## config.mk

```make
export PLATFORM = sky130hd
export DESIGN_NAME = hdmi_i2c_init_seq
export DESIGN_NICKNAME = d
export VERILOG_FILES = /design/src/rtl/hdmi_i2c_init_seq.sv
export SDC_FILE = /design/constraint.sdc
export NUM_CORES = 1
export LEC_CHECK = 0
export CAP_MARGIN = 20
export CORE_ASPECT_RATIO = 0.5
export CORE_MARGIN = 4
export CORE_UTILIZATION = 45
export DETAILED_ROUTE_END_ITERATION = 6
export GPL_ROUTABILITY_DRIVEN = 0
export PLACE_DENSITY = 0.78
export SLEW_MARGIN = 5
export SYNTH_ARGS = -nofsm -noshare
export SYNTH_HDL_FRONTEND = slang
export SYNTH_SLANG_ARGS = --single-unit
```

## constraint.sdc

```tcl
create_clock -name clk -period 2.9 [get_ports clk]
set_input_delay 0.58 -clock clk [delete_from_list [all_inputs] [get_ports clk]]
set_output_delay 0.58 -clock clk [all_outputs]
set_load 0.02 [all_outputs]
```

## src/rtl/hdmi_i2c_init_seq.sv

```systemverilog
// -----------------------------------------------------------------------------
// hdmi_i2c_init_seq
//
// Configuration sequencer for the HDMI transmitter. A start pulse or an hpd
// rising edge waits a power-up delay and then writes a fixed 10-entry register
// table to DEV_ADDR, one I2C register write per entry, through the byte-level
// I2C master's valid/ready command port. NACKed writes are retried after a
// gap; an entry that is still NACKed after MAX_RETRY retries ends the run in
// ERROR.
//
// Ports
//   clk         system clock (same domain as the master command port)
//   reset       asynchronous, active-low reset
//   start       one-cycle run request
//   hpd         hot-plug detect, already synchronized to clk
//   m_valid     command valid to the I2C master
//   m_ready     master accepts the command when high together with m_valid
//   m_dev_addr  device address, constant DEV_ADDR
//   m_reg       register address of the current entry
//   m_data      data byte of the current entry
//   m_done      one-cycle transfer-finished pulse from the master
//   m_nack      qualifies m_done: 1 = transfer was NACKed
//   busy        sequence in progress
//   done        all entries written (sticky until the next run)
//   error       an entry exhausted its retries (sticky until the next run)
//   idx         index of the current or last entry
// -----------------------------------------------------------------------------
module hdmi_i2c_init_seq #(
    parameter logic [6:0] DEV_ADDR       = 7'h39,
    parameter int         POWERUP_CYCLES = 50000,
    parameter int         RETRY_GAP      = 255,
    parameter int         MAX_RETRY      = 3
) (
    input  logic       clk,
    input  logic       reset,
    input  logic       start,
    input  logic       hpd,
    output logic       m_valid,
    input  logic       m_ready,
    output logic [6:0] m_dev_addr,
    output logic [7:0] m_reg,
    output logic [7:0] m_data,
    input  logic       m_done,
    input  logic       m_nack,
    output logic       busy,
    output logic       done,
    output logic       error,
    output logic [3:0] idx
);

    localparam int         RW       = (MAX_RETRY < 1) ? 1 : $clog2(MAX_RETRY + 1);
    localparam logic [3:0] LAST_IDX = 4'd9;

    typedef enum logic [2:0] {
        IDLE,
        WAIT_PU,
        ISSUE,
        WAIT_XFER,
        GAP,
        DONE,
        ERROR
    } state_t;

    state_t        state;
    logic [31:0]   cnt;
    logic [RW-1:0] retry_cnt;
    logic          hpd_q;
    logic          trigger;

    // Register table as {reg, data}.
    function automatic logic [15:0] reg_entry(input logic [3:0] i);
        case (i)
            4'd0:    return 16'h41_10;
            4'd1:    return 16'h98_03;
            4'd2:    return 16'h9A_E0;
            4'd3:    return 16'h9C_30;
            4'd4:    return 16'h9D_61;
            4'd5:    return 16'hA2_A4;
            4'd6:    return 16'hA3_A4;
            4'd7:    return 16'hE0_D0;
            4'd8:    return 16'hF9_00;
            4'd9:    return 16'hAF_06;
            default: return 16'h00_00;
        endcase
    endfunction

    assign m_dev_addr = DEV_ADDR;

    // hpd_q resets low, so hpd held high out of reset is seen as a rising edge.
    // start and an hpd edge together form a single trigger.
    assign trigger = start | (hpd & ~hpd_q);

    always_ff @(posedge clk or negedge reset) begin
        if (!reset) begin
            state     <= IDLE;
            cnt       <= '0;
            retry_cnt <= '0;
            hpd_q     <= 1'b0;
            m_valid   <= 1'b0;
            m_reg     <= '0;
            m_data    <= '0;
            busy      <= 1'b0;
            done      <= 1'b0;
            error     <= 1'b0;
            idx       <= '0;
        end else begin
            hpd_q <= hpd;
            case (state)
                IDLE, DONE, ERROR: begin
                    if (trigger) begin
                        state     <= WAIT_PU;
                        idx       <= '0;
                        retry_cnt <= '0;
                        done      <= 1'b0;
                        error     <= 1'b0;
                        busy      <= 1'b1;
                        cnt       <= 32'(POWERUP_CYCLES - 1);
                    end
                end

                WAIT_PU: begin
                    if (cnt == '0) begin
                        state            <= ISSUE;
                        m_valid          <= 1'b1;
                        {m_reg, m_data}  <= reg_entry(idx);
                    end else begin
                        cnt <= cnt - 32'd1;
                    end
                end

                // m_done is not looked at here, so a pulse coinciding with
                // acceptance is dropped.
                ISSUE: begin
                    if (m_ready) begin
                        m_valid <= 1'b0;
                        state   <= WAIT_XFER;
                    end
                end

                WAIT_XFER: begin
                    if (m_done) begin
                        if (!m_nack) begin
                            if (idx == LAST_IDX) begin
                                state <= DONE;
                                done  <= 1'b1;
                                busy  <= 1'b0;
                            end else begin
                                idx             <= idx + 4'd1;
                                retry_cnt       <= '0;
                                state           <= ISSUE;
                                m_valid         <= 1'b1;
                                {m_reg, m_data} <= reg_entry(idx + 4'd1);
                            end
                        end else if (retry_cnt == RW'(MAX_RETRY)) begin
                            state <= ERROR;
                            error <= 1'b1;
                            busy  <= 1'b0;
                        end else begin
                            retry_cnt <= retry_cnt + 1'b1;
                            state     <= GAP;
                            cnt       <= 32'(RETRY_GAP - 1);
                        end
                    end
                end

                // m_reg/m_data still hold the failed entry, so only m_valid
                // needs to be raised again.
                GAP: begin
                    if (cnt == '0) begin
                        state   <= ISSUE;
                        m_valid <= 1'b1;
                    end else begin
                        cnt <= cnt - 32'd1;
                    end
                end

                default: begin
                    state   <= IDLE;
                    m_valid <= 1'b0;
                    busy    <= 1'b0;
                end
            endcase
        end
    end

endmodule

```

==> impl_metrics.ini, run 1 <==
[synthesis]
synthArstFlopShare = 1.00
synth_area_per_cell_um2 = 8.64
synth_area_leaders = dfrtp_1 35%, mux2i_1 5.1%, nand2_1 4.1%
netlist_instances = 503
ys.flop_type = dfrtp_1
synth_warnings = 0
synth_top_area_frac = 0.351
synth_edf_count = 0
synthesis.area_um2 = 4340
synth-xor-area-share = 0.0132
synth-adder-area-share = 0.0346
synth_largest_area_cell = dfrtp_1
synth_compound_area_frac = 0.209
synth_top_family_by_area = simple AND/OR/NAND/NOR gates
ys_ff_latch = 61
synth_seq_area_share = 0.351
synth.distinct_cells = 69
synth_simple_gate_area_frac = 0.233
synthMuxAreaShare = 0.0896

[critical_path]
cpMaxStageDelayCell = or4_1
ff2ff_setup_slack_ns = 0.13
end_kind = flip-flop
crit_type = reg2reg
slowest_delay_ns = 0.63
path_cells = or4_1, or4_4, or4_1, o31a_1, o21a_1
arrival_ns = 2.99
critPathLaunchType = flip-flop
required_ns = 3.11
path_common_cell = or4_1
critPathMaxFanout = 6

[clock_tree]
cts_root_buffer = clkbuf_16
cts_tree = done
cts.path.max_buffers = 2
clk_latency_ns = 0.32
cts_setup_buffers = 0
ctsHoldBuffers = 0
cts_inserted_buffers = 9
cts.repair.resized = 0
cts_sinks = 61
clk_pin_slew_ns = 0.05
cts_max_level = 3

[pwr]
pwr-share-seq = 0.246
vdd.ir_drop.worst_uv = 542
p_switching_mw = 2.79
power_leakage_nw = 2.24
powerDensity_nw_per_um2 = 1160
internal-power_mw = 3.16
total_power_mw = 5.95
switching_share = 0.469
pwr-share-clk = 0.163
combPwrFrac = 0.591

[finish]
regArea_um2 = 1530
layout_common_cells = 61 x dfrtp_1, 48 x nand2_1, 29 x nor2_1
drive_above_1_share = 0.134
multi_input_area_um2 = 2540
antennaDiodeCount = 0
largest_register_ffs = 32
nFillCells = 837
final_common_cell = dfrtp_1
fin_area_um2 = 5110
num-nets-final = 555
syn2layout_area_growth_pct = 17.7

[route]
routed_wl_um = 11100
drc = 0
dr.pass1.iters = 5
wl_per_cell_um = 16.5
via_per_inst = 6.06
dr_total_vias = 4086
drtIter0Drc = 320
detail-route-antenna-nets = 0

[timing]
rsz0062_at_grt = no
min_period_ns = 2.77
drv_slew = 0
period_share = 0.956
tightest_slew_ns = 0.901
fmax_mhz = 361
setup_tns_ns = 0
skew_ns = 0.00453
setup_viol = 0
hold_violations = 0
max_slew_margin = 0.399

[placed_design]
dpl_cell_area_um2 = 4830
dp_hpwl_um = 7580
io_buffers = 29

[run_status]
status = finished, final reports clean

[die]
dieWidth_um = 147
die_area_um2 = 11400
start_util = 0.461
core_um2 = 9420
ios = 38
chipHeight_um = 77.5
rows = 25

[global_routing]
grt_max_degree = 62
grt-ovfl-total = 0
grt_pass1_wl_um = 18700
grt_usage = 0.197
grt_antenna_before_repair = 0
grt_pass1_vias = 3947

[flow_run]
cap_violations = 0

[min_path]
hp-class = in2async
-- through the flow --
| step | utilization | setup slack (ns) | hold slack [ns] | std cells |
|---|---|---|---|---|
| after detailed placement | 0.513 | 0.0506 | 0.482 | 659 |
| after CTS | 0.541 | 0.0312 | 0.453 | 673 |
| after global placement | 0.513 | 0.111 | 0.472 | 659 |
| after global routing | 0.543 | 0.0789 | 0.516 | 674 |
| after floorplan | - | 0.0713 | 0.284 | 509 |
| final | 0.543 | 0.128 | 0.430 | 674 |
-- cell families after synthesis --
group / count (synthesis)
compound gates: 128
other cells: 2
flops: 61
fa+ha+maj: 12
buf+inv: 66
mux: 35
xor+xnor: 5
simple gates: 194
-- final timing paths --
kind                         start       end  depth (start not counted)
max in group asynchronous    reset   cnt[28]                          2
max reg2reg                 cnt[5]   cnt[24]                          5
min reg2reg                cnt[17]   cnt[17]                          1
min                          reset  m_reg[2]                          2
max                         cnt[5]   cnt[24]                          5
min in group clk           cnt[17]   cnt[17]                          1
-- worst max-delay path: cells and delay by family (launching register included) --
| family | cells | cell delay [ns] |
|---|---|---|
| and+or+nand+nor | 3 | 1.79 |
| AOI/OAI and AO/OA | 2 | 0.45 |
| DFF | 1 | 0.42 |
-- cell type report --
| class | instances | area share |
|---|---|---|
| flip-flops and latches | 61 | 0.299 |
| multi-input cells | 382 | 0.498 |
| clock inverters | 2 | 0.00196 |
| clock buffers | 12 | 0.0502 |
| inverters | 24 | 0.0176 |
| repair buffers | 58 | 0.101 |
| well taps | 135 | 0.0330 |
-- cell usage after synthesis (all sizes together), types with 12 or more instances --
cell	n
nand3	24
nor4	19
nor2	29
a21oi	28
clkbuf	26
buf	16
inv	23
mux2i	22
o21ai	16
nand2	48
ha	12
nand2b	16
mux2	13
dfrtp	61
nor3	20
-- per-layer routing --
| metal | part of all wire | wire length [µm] | track usage |
|---|---|---|---|
| met5 | 0 | 0 | 0 |
| met4 | 0.018 | 201 | 0.0771 |
| met3 | 0.069 | 769 | 0.0414 |
| met2 | 0.48 | 5360 | 0.346 |
| met1 | 0.43 | 4770 | 0.238 |
-- power groups by stage --
stage | registers, mW | logic, mW | clock network, mW
3_3_place_gp | 1.45 | 3.37 | 0
6_report | 1.46 | 3.52 | 0.967
5_1_grt | 1.52 | 3.86 | 1.02
4_1_cts | 1.46 | 3.48 | 0.984
2_1_floorplan | 1.46 | 2.36 | 0
3_5_place_dp | 1.46 | 3.46 | 0
(Power assumes the default switching activity.)
==> inputs of run 2 (changes only) <==
Settings changed: PLACE_DENSITY 0.78 to 0.67.
==> impl_metrics.ini, run 2 (same netlist as run 1, synthesis figures left out) <==
[run_status]
status = finished, final reports clean

[critical_path]
rr_startpoint = cnt[6]
end_kind = flip-flop
critPathLaunchType = flip-flop
r2r-end = m_reg[5]
worstSetupStartpoint = cnt[6]
required_ns = 3.11
slowest_delay_ns = 0.59
crit_path_end = m_reg[5]
crit_type = reg2reg
critPathMaxFanout = 14
ff2ff_setup_slack_ns = 0.18
path_cells = or4_1, or4_4, nor3_4, a41oi_4, mux2_1
cpMaxStageDelayCell = or4_4
arrival_ns = 2.94
reg2reg_depth = 5

[clock_tree]
cts_tree = done
clk_latency_ns = 0.34
cts.repair.resized = 0
cts_root_buffer = clkbuf_16
cts_sinks = 61
cts.path.max_buffers = 2
cts_max_level = 3
cts_inserted_buffers = 9
clk_pin_slew_ns = 0.05
cts_setup_buffers = 0
ctsHoldBuffers = 0

[pwr]
total_power_mw = 6.00
vdd.ir_drop.worst_uv = 480
power_leakage_nw = 2.25
powerDensity_nw_per_um2 = 1160

[timing]
setup_viol = 0
max_slew_margin = 0.453
period_share = 0.938
hold_violations = 0
skew_ns = 0.00606
rsz0062_at_grt = no
min_period_ns = 2.72
fmax_mhz = 367
drv_slew = 0
tightest_slew_ns = 0.821
setup_tns_ns = 0

[finish]
largest_register_ffs = 32
nFillCells = 848
drive_above_1_share = 0.139
syn2layout_area_growth_pct = 18.5
regArea_um2 = 1530
multi_input_area_um2 = 2560
antennaDiodeCount = 0
layout_common_cells = 61 x dfrtp_1, 48 x nand2_1, 33 x buf_4
num-nets-final = 559
final_common_cell = dfrtp_1
utilization = 0.547

[route]
drtIter0Drc = 270
drc = 0
via_per_inst = 5.91
dr.pass1.iters = 5
dr_total_vias = 4016
detail-route-antenna-nets = 0
routed_wl_um = 11200
wl_per_cell_um = 16.4

[die]
chipHeight_um = 77.5
ios = 38
core_um2 = 9420
dieWidth_um = 147
start_util = 0.461
rows = 25
die_area_um2 = 11400

[global_routing]
grt_usage = 0.204
grt_max_degree = 62
grt-ovfl-total = 0
grt_antenna_before_repair = 0
grt_pass1_wl_um = 19100
grt_pass1_vias = 3915

[placed_design]
dp_hpwl_um = 7470
io_buffers = 29

[min_path]
hp-class = in2async

[flow_run]
cap_violations = 0
==> run 2: cell count changes in the layout (fill, tap and decap cells not counted) <==
cell	change
buf_12	-1
buf_4	+5
clkbuf_1	+3
clkinv_2	-1
o21ai_1	-1
o21ai_2	+1
o31ai_2	-1
o31ai_4	+1
==> run 2: cell type report <==
| class | count | share of cell area |
|---|---|---|
| Inverter | 24 | 0.0175 |
| Tap cell | 135 | 0.0328 |
| Clock buffer | 15 | 0.0520 |
| Multi-Input combinational cell | 382 | 0.497 |
| Sequential cell | 61 | 0.296 |
| Timing Repair Buffer | 62 | 0.104 |
| Clock inverter | 1 | 0.000972 |
==> run 2: per-stage QoR <==
stage,instance area [µm²],worst slack (ns),hold slack (ns),instances
floorplan,4370,0.0713,0.284,509
global placement,4870,0.175,0.469,664
detailed placement,4870,0.141,0.478,664
CTS,5140,0.163,0.453,680
global route,5150,0.0748,0.512,680
finish,5150,0.179,0.397,680
==> run 2: how the worst min path moves through the flow <==
stage / end / slack (ns) / cells after the start
after floorplan: busy / 0.28 / 0
after global placement: cnt[17] / 0.47 / 1
after detailed placement: cnt[15] / 0.48 / 1
after CTS: m_reg[4] / 0.45 / 2
after global routing: m_data[1] / 0.51 / 2
final: done / 0.40 / 2
==> run 2: worst max-delay path, delay by kind of cell (launching register included) <==
| family | cells | cell delay [ns] |
|---|---|---|
| and+or+nand+nor | 3 | 1.42 |
| muxes | 1 | 0.43 |
| DFF | 1 | 0.40 |
| AOI/OAI and AO/OA | 1 | 0.35 |
==> run 2: report_power, final <==
group / switching, mW / internal, mW
Sequential: 0.307 / 1.13
Clock: 0.378 / 0.624
Combinational: 2.11 / 1.45
==> run 2: metal layers <==
metal  up-vias  part of all wire  global-route usage
met5         -                 0                   0
met4         0             0.025              0.0836
met3        21             0.055              0.0443
met2       137              0.46               0.325
met1      1928              0.46               0.271
li1       1930                 -                   -
==> variant 1, RTL diff (config.mk and constraints of run 1) <==
The parameter `MAX_RETRY` goes from 3 to 6.
--- a/src/rtl/hdmi_i2c_init_seq.sv
+++ b/src/rtl/hdmi_i2c_init_seq.sv
@@ -31,3 +31,3 @@
     parameter int         RETRY_GAP      = 255,
-    parameter int         MAX_RETRY      = 3
+    parameter int         MAX_RETRY      = 6
 ) (
Formal check against the unedited RTL: no difference found for any inputs over 10 cycles, from zero or initial values and one cycle with reset low; that may be too few to reach the edited logic, so the function may still have changed.
==> variant 1 against run 1 <==
  * Worst hold slack worse by 160 ps
  * Worst setup slack got worse by 42 ps
  * Routed wire length fell by 2.3%
  * Cell area up 0.51%
  * Synthesized area shrank 0.43%
  * Synthesized cell count down 3.2%
  * Sequential cell count up 1
Power is not compared: it rests on default switching activity, and its combinational part moved more than twofold at a synthesized area within 25%.
==> variant 1: results (changes against run 1) <==
| Metric | Value |
|---|---|
| Arrival @ worst endpoint | `3030 ps (+40 ps)` |
| Largest register FFs | `32 (unchanged)` |
| Filler Cell Count | `776 (-7.3%)` |
| Normalized max-slew margin | `40.1% (+0.13 points)` |
| CP max FO | `16 (+10)` |
| R2r startpoint | `cnt[21]` |
| Post-synth top cells | `dfrtp_1, nor2_1, a21oi_1` |
| Outcome | `finished, final reports clean` |
| Nets | `548 (-1.3%)` |
| Largest net degree at the start of global routing | `38 (-39%)` |
| Met3 usage | `4.83% (+0.69 points)` |
| Seq/Total Area, Yosys | `35.9% (+0.73 points)` |
| Unique masters post-synth | `73 (+5.8%)` |
| Clock Latency Late Sink | `340 ps (+20 ps)` |
| 1st-iter DRT viols | `319 (-0.31%)` |
| ANT cells | `0 (unchanged)` |
| DR vias/cell | `5.97 (-1.6%)` |
| Mapped Cells | `487 (-3.2%)` |
| Placed wire-length estimate | `7580 microns (about the same)` |
| Worst R2R End | `m_reg[4]` |
| Routed WL | `10,800 microns (-2.3%)` |
| Layout cells sized above 1 | `16.5% (+3.2 points)` |
| Setup crit end | `m_reg[4]` |
| Global-route wire length before repair | `18,000 microns (-3.8%)` |
| Synth area leaders | `dfrtp_1, a21oi_1, ha_1, o31ai_1, nor2_1` |
| Inst Count DP | `647 (-1.8%)` |
| H-Tree Level Count | `3 (unchanged)` |
| Worst R2R Setup Slack | `90 ps (-40 ps)` |
| Met2 usage | `31.0% (-3.6 points)` |
| Min Tclk post-route | `2810 ps (+42.1 ps)` |
| Max rail drop VDD | `0.000263 V` |
| Met1 Usage GRT | `25.8% (+1.9 points)` |
| Worst slack at placement | `-55.1 ps (-106 ps)` |
| Clock skew | `8.42 ps (+3.88 ps)` |
| Number of global-route vias before repair | `3,643 (-7.7%)` |
| Via Count | `3,956 (-3.2%)` |
| GR Util All Layers | `19.4% (-0.32 points)` |
==> variant 1: per-stage QoR <==
stage	setup TNS, ps	util, %	cell area (sq um)	hold slack (ps)	power (uW)
final	0	56.9	5140	266	2030
after CTS	0	56.8	5130	278	2050
after detailed placement	-67.3	53.3	4820	493	938
after global placement	0	53.3	4820	475	936
after global routing	0	56.9	5140	313	2090
after floorplan	0	-	4350	284	910
==> variant 1: per-layer routing <==
metal	routed length [microns]	vias to the layer above	share of wire [%]
met2	5080	143	47
li1	-	1889	-
met5	0	-	0
met4	166	0	1.5
met3	653	17	6.0
met1	4940	1907	46
==> variant 1: power by group <==
group	leakage (uW)	switching [uW]	total [uW]	internal, uW
Combinational	0.00137	36.3	52.7	16.5
Clock	0.000144	395	1100	709
Sequential	0.000792	1.34	869	868
==> variant 1: worst min path at each step <==
stage,from,endpoint,slack [ps]
finish,reset,cnt[26],270
global route,reset,cnt[26],310
CTS,reset,cnt[31],280
detailed placement,done,done,490
global placement,done,done,470
floorplan,reset,busy,280
==> variant 1: area by class of cell <==
class	instances	area [sq um]	share of cell area [%]
Clock buffer	11	253	4.92
Clock inverter	5	57.6	1.12
Inverter	14	52.6	1.02
Multi-Input combinational cell	376	2490	48.5
Sequential cell	62	1550	30.2
Tap cell	130	163	3.17
Timing Repair Buffer	65	568	11.1
==> variant 1: cells by family (layout without fill, tap and decap cells) <==
family / Yosys count / count (layout) / synth area share (%)
xor gates and xnor gates: 11 / 11 / 2.23
AOI/OAI and AO/OA: 140 / 140 / 21.3
other: 2 / 8 / 0.174
DFF: 62 / 62 / 35.9
adders and majority gates: 13 / 13 / 3.76
and+or+nand+nor: 179 / 179 / 22.9
buffers and inverters: 55 / 95 / 7.14
muxes: 25 / 25 / 6.62
==> variant 2, RTL diff (config.mk and constraints of run 1) <==
Made on the original files. Register the output `error` once more, without a reset; this adds one clock of latency there. The other outputs are not delayed to match.
--- a/src/rtl/hdmi_i2c_init_seq.sv
+++ b/src/rtl/hdmi_i2c_init_seq.sv
@@ -63,2 +63,4 @@
 
+    logic error_s0;
+
     state_t        state;
@@ -103,3 +105,3 @@
             done      <= 1'b0;
-            error     <= 1'b0;
+            error_s0  <= 1'b0;
             idx       <= '0;
@@ -114,3 +116,3 @@
                         done      <= 1'b0;
-                        error     <= 1'b0;
+                        error_s0  <= 1'b0;
                         busy      <= 1'b1;
@@ -155,3 +157,3 @@
                             state <= ERROR;
-                            error <= 1'b1;
+                            error_s0 <= 1'b1;
                             busy  <= 1'b0;
@@ -185,2 +187,6 @@
 
+    always_ff @(posedge clk) begin
+        error <= error_s0;
+    end
+
 endmodule
Behaviour: same outputs for any inputs over 10 cycles, from zero or initial values and one cycle with reset low; that may be too few to reach the edited logic, so the function may still have changed.
==> variant 2 against run 1 <==
  * Sequential cell count increased by 1
  * Core utilization grew 2.8 points
  * Worst hold slack got worse by 210 ps
  * Synthesized cell count fell by 3.6%
  * Synthesized area decreased by 9.4%
  * First-iteration DRC count down 11%
  * Cell area fell by 7.7%
  * Die area is 8.6% lower
  * Routed wire length shrank 14%
  * Worst setup slack better by 15 ps
  * Largest cell class unchanged
Power is not compared: it rests on default switching activity, and its combinational part moved more than twofold at a synthesized area within 25%.
==> variant 2: results (changes against run 1) <==
| Metric | Value |
|---|---|
| Outcome | `finished, final reports clean` |
| Hold Crit Class | `primary input to asynchronous set/reset pin` |
| Arrival @ worst endpoint | `2990 ps (about the same)` |
| Final worst path period share | `95.1% (-0.52 points)` |
| Leak | `0.00206 uW` |
| Overflow after GRT | `0 (unchanged)` |
| Placed wire-length estimate | `6500 microns (-14%)` |
| Multi-input gate area | `2200 sq um (-14%)` |
| Syn Area/Cell | `8.12 sq um (-6.0%)` |
| Worst path top cell family by delay | `simple AND/OR/NAND/NOR gates` |
| Ys async rst share | `98.4% (-1.6 points)` |
| 1st-iter DRT viols | `286 (-11%)` |
| CP max FO | `21 (+15)` |
| Root Driver | `clkbuf_16` |
| Global-route wire length before repair | `16,300 microns (-13%)` |
| Synth area leaders | `dfrtp_1, nor2_1, o21ai_0, nand2_1, a21oi_1` |
| Worst-margin pin slew | `595 ps (-306 ps)` |
| Post-CTS Setup Bufs | `0 (unchanged)` |
| GR Util All Layers | `19.3% (-0.42 points)` |
| ANT cells | `0 (unchanged)` |
| # resized after CTS | `0 (unchanged)` |
| Clock Latency Late Sink | `330 ps` |
| Placed cell areas | `4370 sq um (-9.4%)` |
| Initial DRT Pass Iterations | `6 (+1)` |
| Worst R2R Setup Slack | `140 ps` |
| Yosys Warn Count | `0 (unchanged)` |
| Worst slack at placement | `146 ps (+95.9 ps)` |
| Largest net degree at the start of global routing | `28 (-55%)` |
| Hold Slack | `218 ps (-212 ps)` |
| CTS clk-pin slew, worst paths | `60 ps` |
| Worst R2R End | `cnt[4]` |
| Inst Count DP | `617 (-6.4%)` |
| Unique masters post-synth | `58 (-16%)` |
| DR vias/cell | `5.73 (-5.5%)` |
| H-Tree Level Count | `3 (unchanged)` |
| Number of global-route vias before repair | `3,438 (-13%)` |
| Initial antenna violation count | `0 (unchanged)` |
| Filler Cell Count | `709 (-15%)` |
| Largest stage delay, worst path | `680 ps (+50 ps)` |
| Main synth FF type | `dfrtp_1` |
| R2r startpoint | `cnt[7]` |
| Clock Path Buffers | `2 (unchanged)` |
| Seq/Total Area, Yosys | `39.3% (+4.1 points)` |
| CTS Buf Count | `9 (unchanged)` |
| Nets | `535 (-3.6%)` |
| Largest register FFs | `32 (unchanged)` |
| Finished Layout Cells | `633 (-6.1%)` |
| Layout cells sized above 1 | `10.2% (-3.2 points)` |
| Clock skew | `5.18 ps (+0.649 ps)` |
| Post-synth top cells | `nor2_1, dfrtp_1, nand2_1` |
| Max rail drop VDD | `0.000277 V` |
| CP max-delay cell | `or4b_4` |
| Routed WL | `9510 microns (-14%)` |
| Reg2reg path depth | `7 (+2)` |
| I/O Buffers | `29 (unchanged)` |
[variant 2: changes by cell type in the layout (fill, tap and decap cells not counted), sizes merged, moves of 11 or more]
cell          run 1  this run
nor2             29        62
mux2i            22         3
inv              23        10
o21ai            16        50
xor2              2        20
nand2            48        61
mux2             13         2
[variant 2: kinds of logic after synthesis]
family                   count (synthesis)  share of synthesized area [%]
AO/OA/AOI/OAI                          123                           18.4
XOR/XNOR                                25                           5.56
adder cells (fa/ha/maj)                 12                           3.81
buffers and inverters                   46                           5.59
flip-flops                              62                           39.3
multiplexers                             5                           1.33
other                                    2                          0.191
AND/OR/NAND/NOR                        210                           25.8
[variant 2: layout make-up]
class                   instances  area share [%]
well taps                     112            2.97
flip-flops and latches         62            32.8
inverters                       8           0.637
clock buffers                   9            4.77
multi-input cells             383            46.6
repair buffers                 52            9.71
clock inverters                 7            2.55
[variant 2: power breakdown]
part,switching [uW],internal [uW]
Sequential,130,974
Clock,398,843
Combinational,253,206
Total,782,2020
[variant 2: worst max path at each step]
stage          startpoint         to  slack (ps)  cells after the start
2_1_floorplan      cnt[7]    cnt[22]         290                      9
3_3_place_gp       cnt[7]     cnt[7]         200                      6
3_5_place_dp       cnt[7]     cnt[4]         150                      7
4_1_cts            cnt[7]     cnt[4]         140                      7
5_1_grt            cnt[7]  m_data[7]          20                      6
6_report           cnt[7]     cnt[4]         140                      7
[variant 2: routing by layer]
| layer | GRT usage, % | routed length, microns | vias to the layer above |
|---|---|---|---|
| met5 | 0 | 0 | - |
| met4 | 6.34 | 158 | 0 |
| met3 | 3.85 | 626 | 17 |
| met2 | 32.0 | 4410 | 144 |
| met1 | 25.8 | 4320 | 1719 |
| li1 | - | - | 1745 |
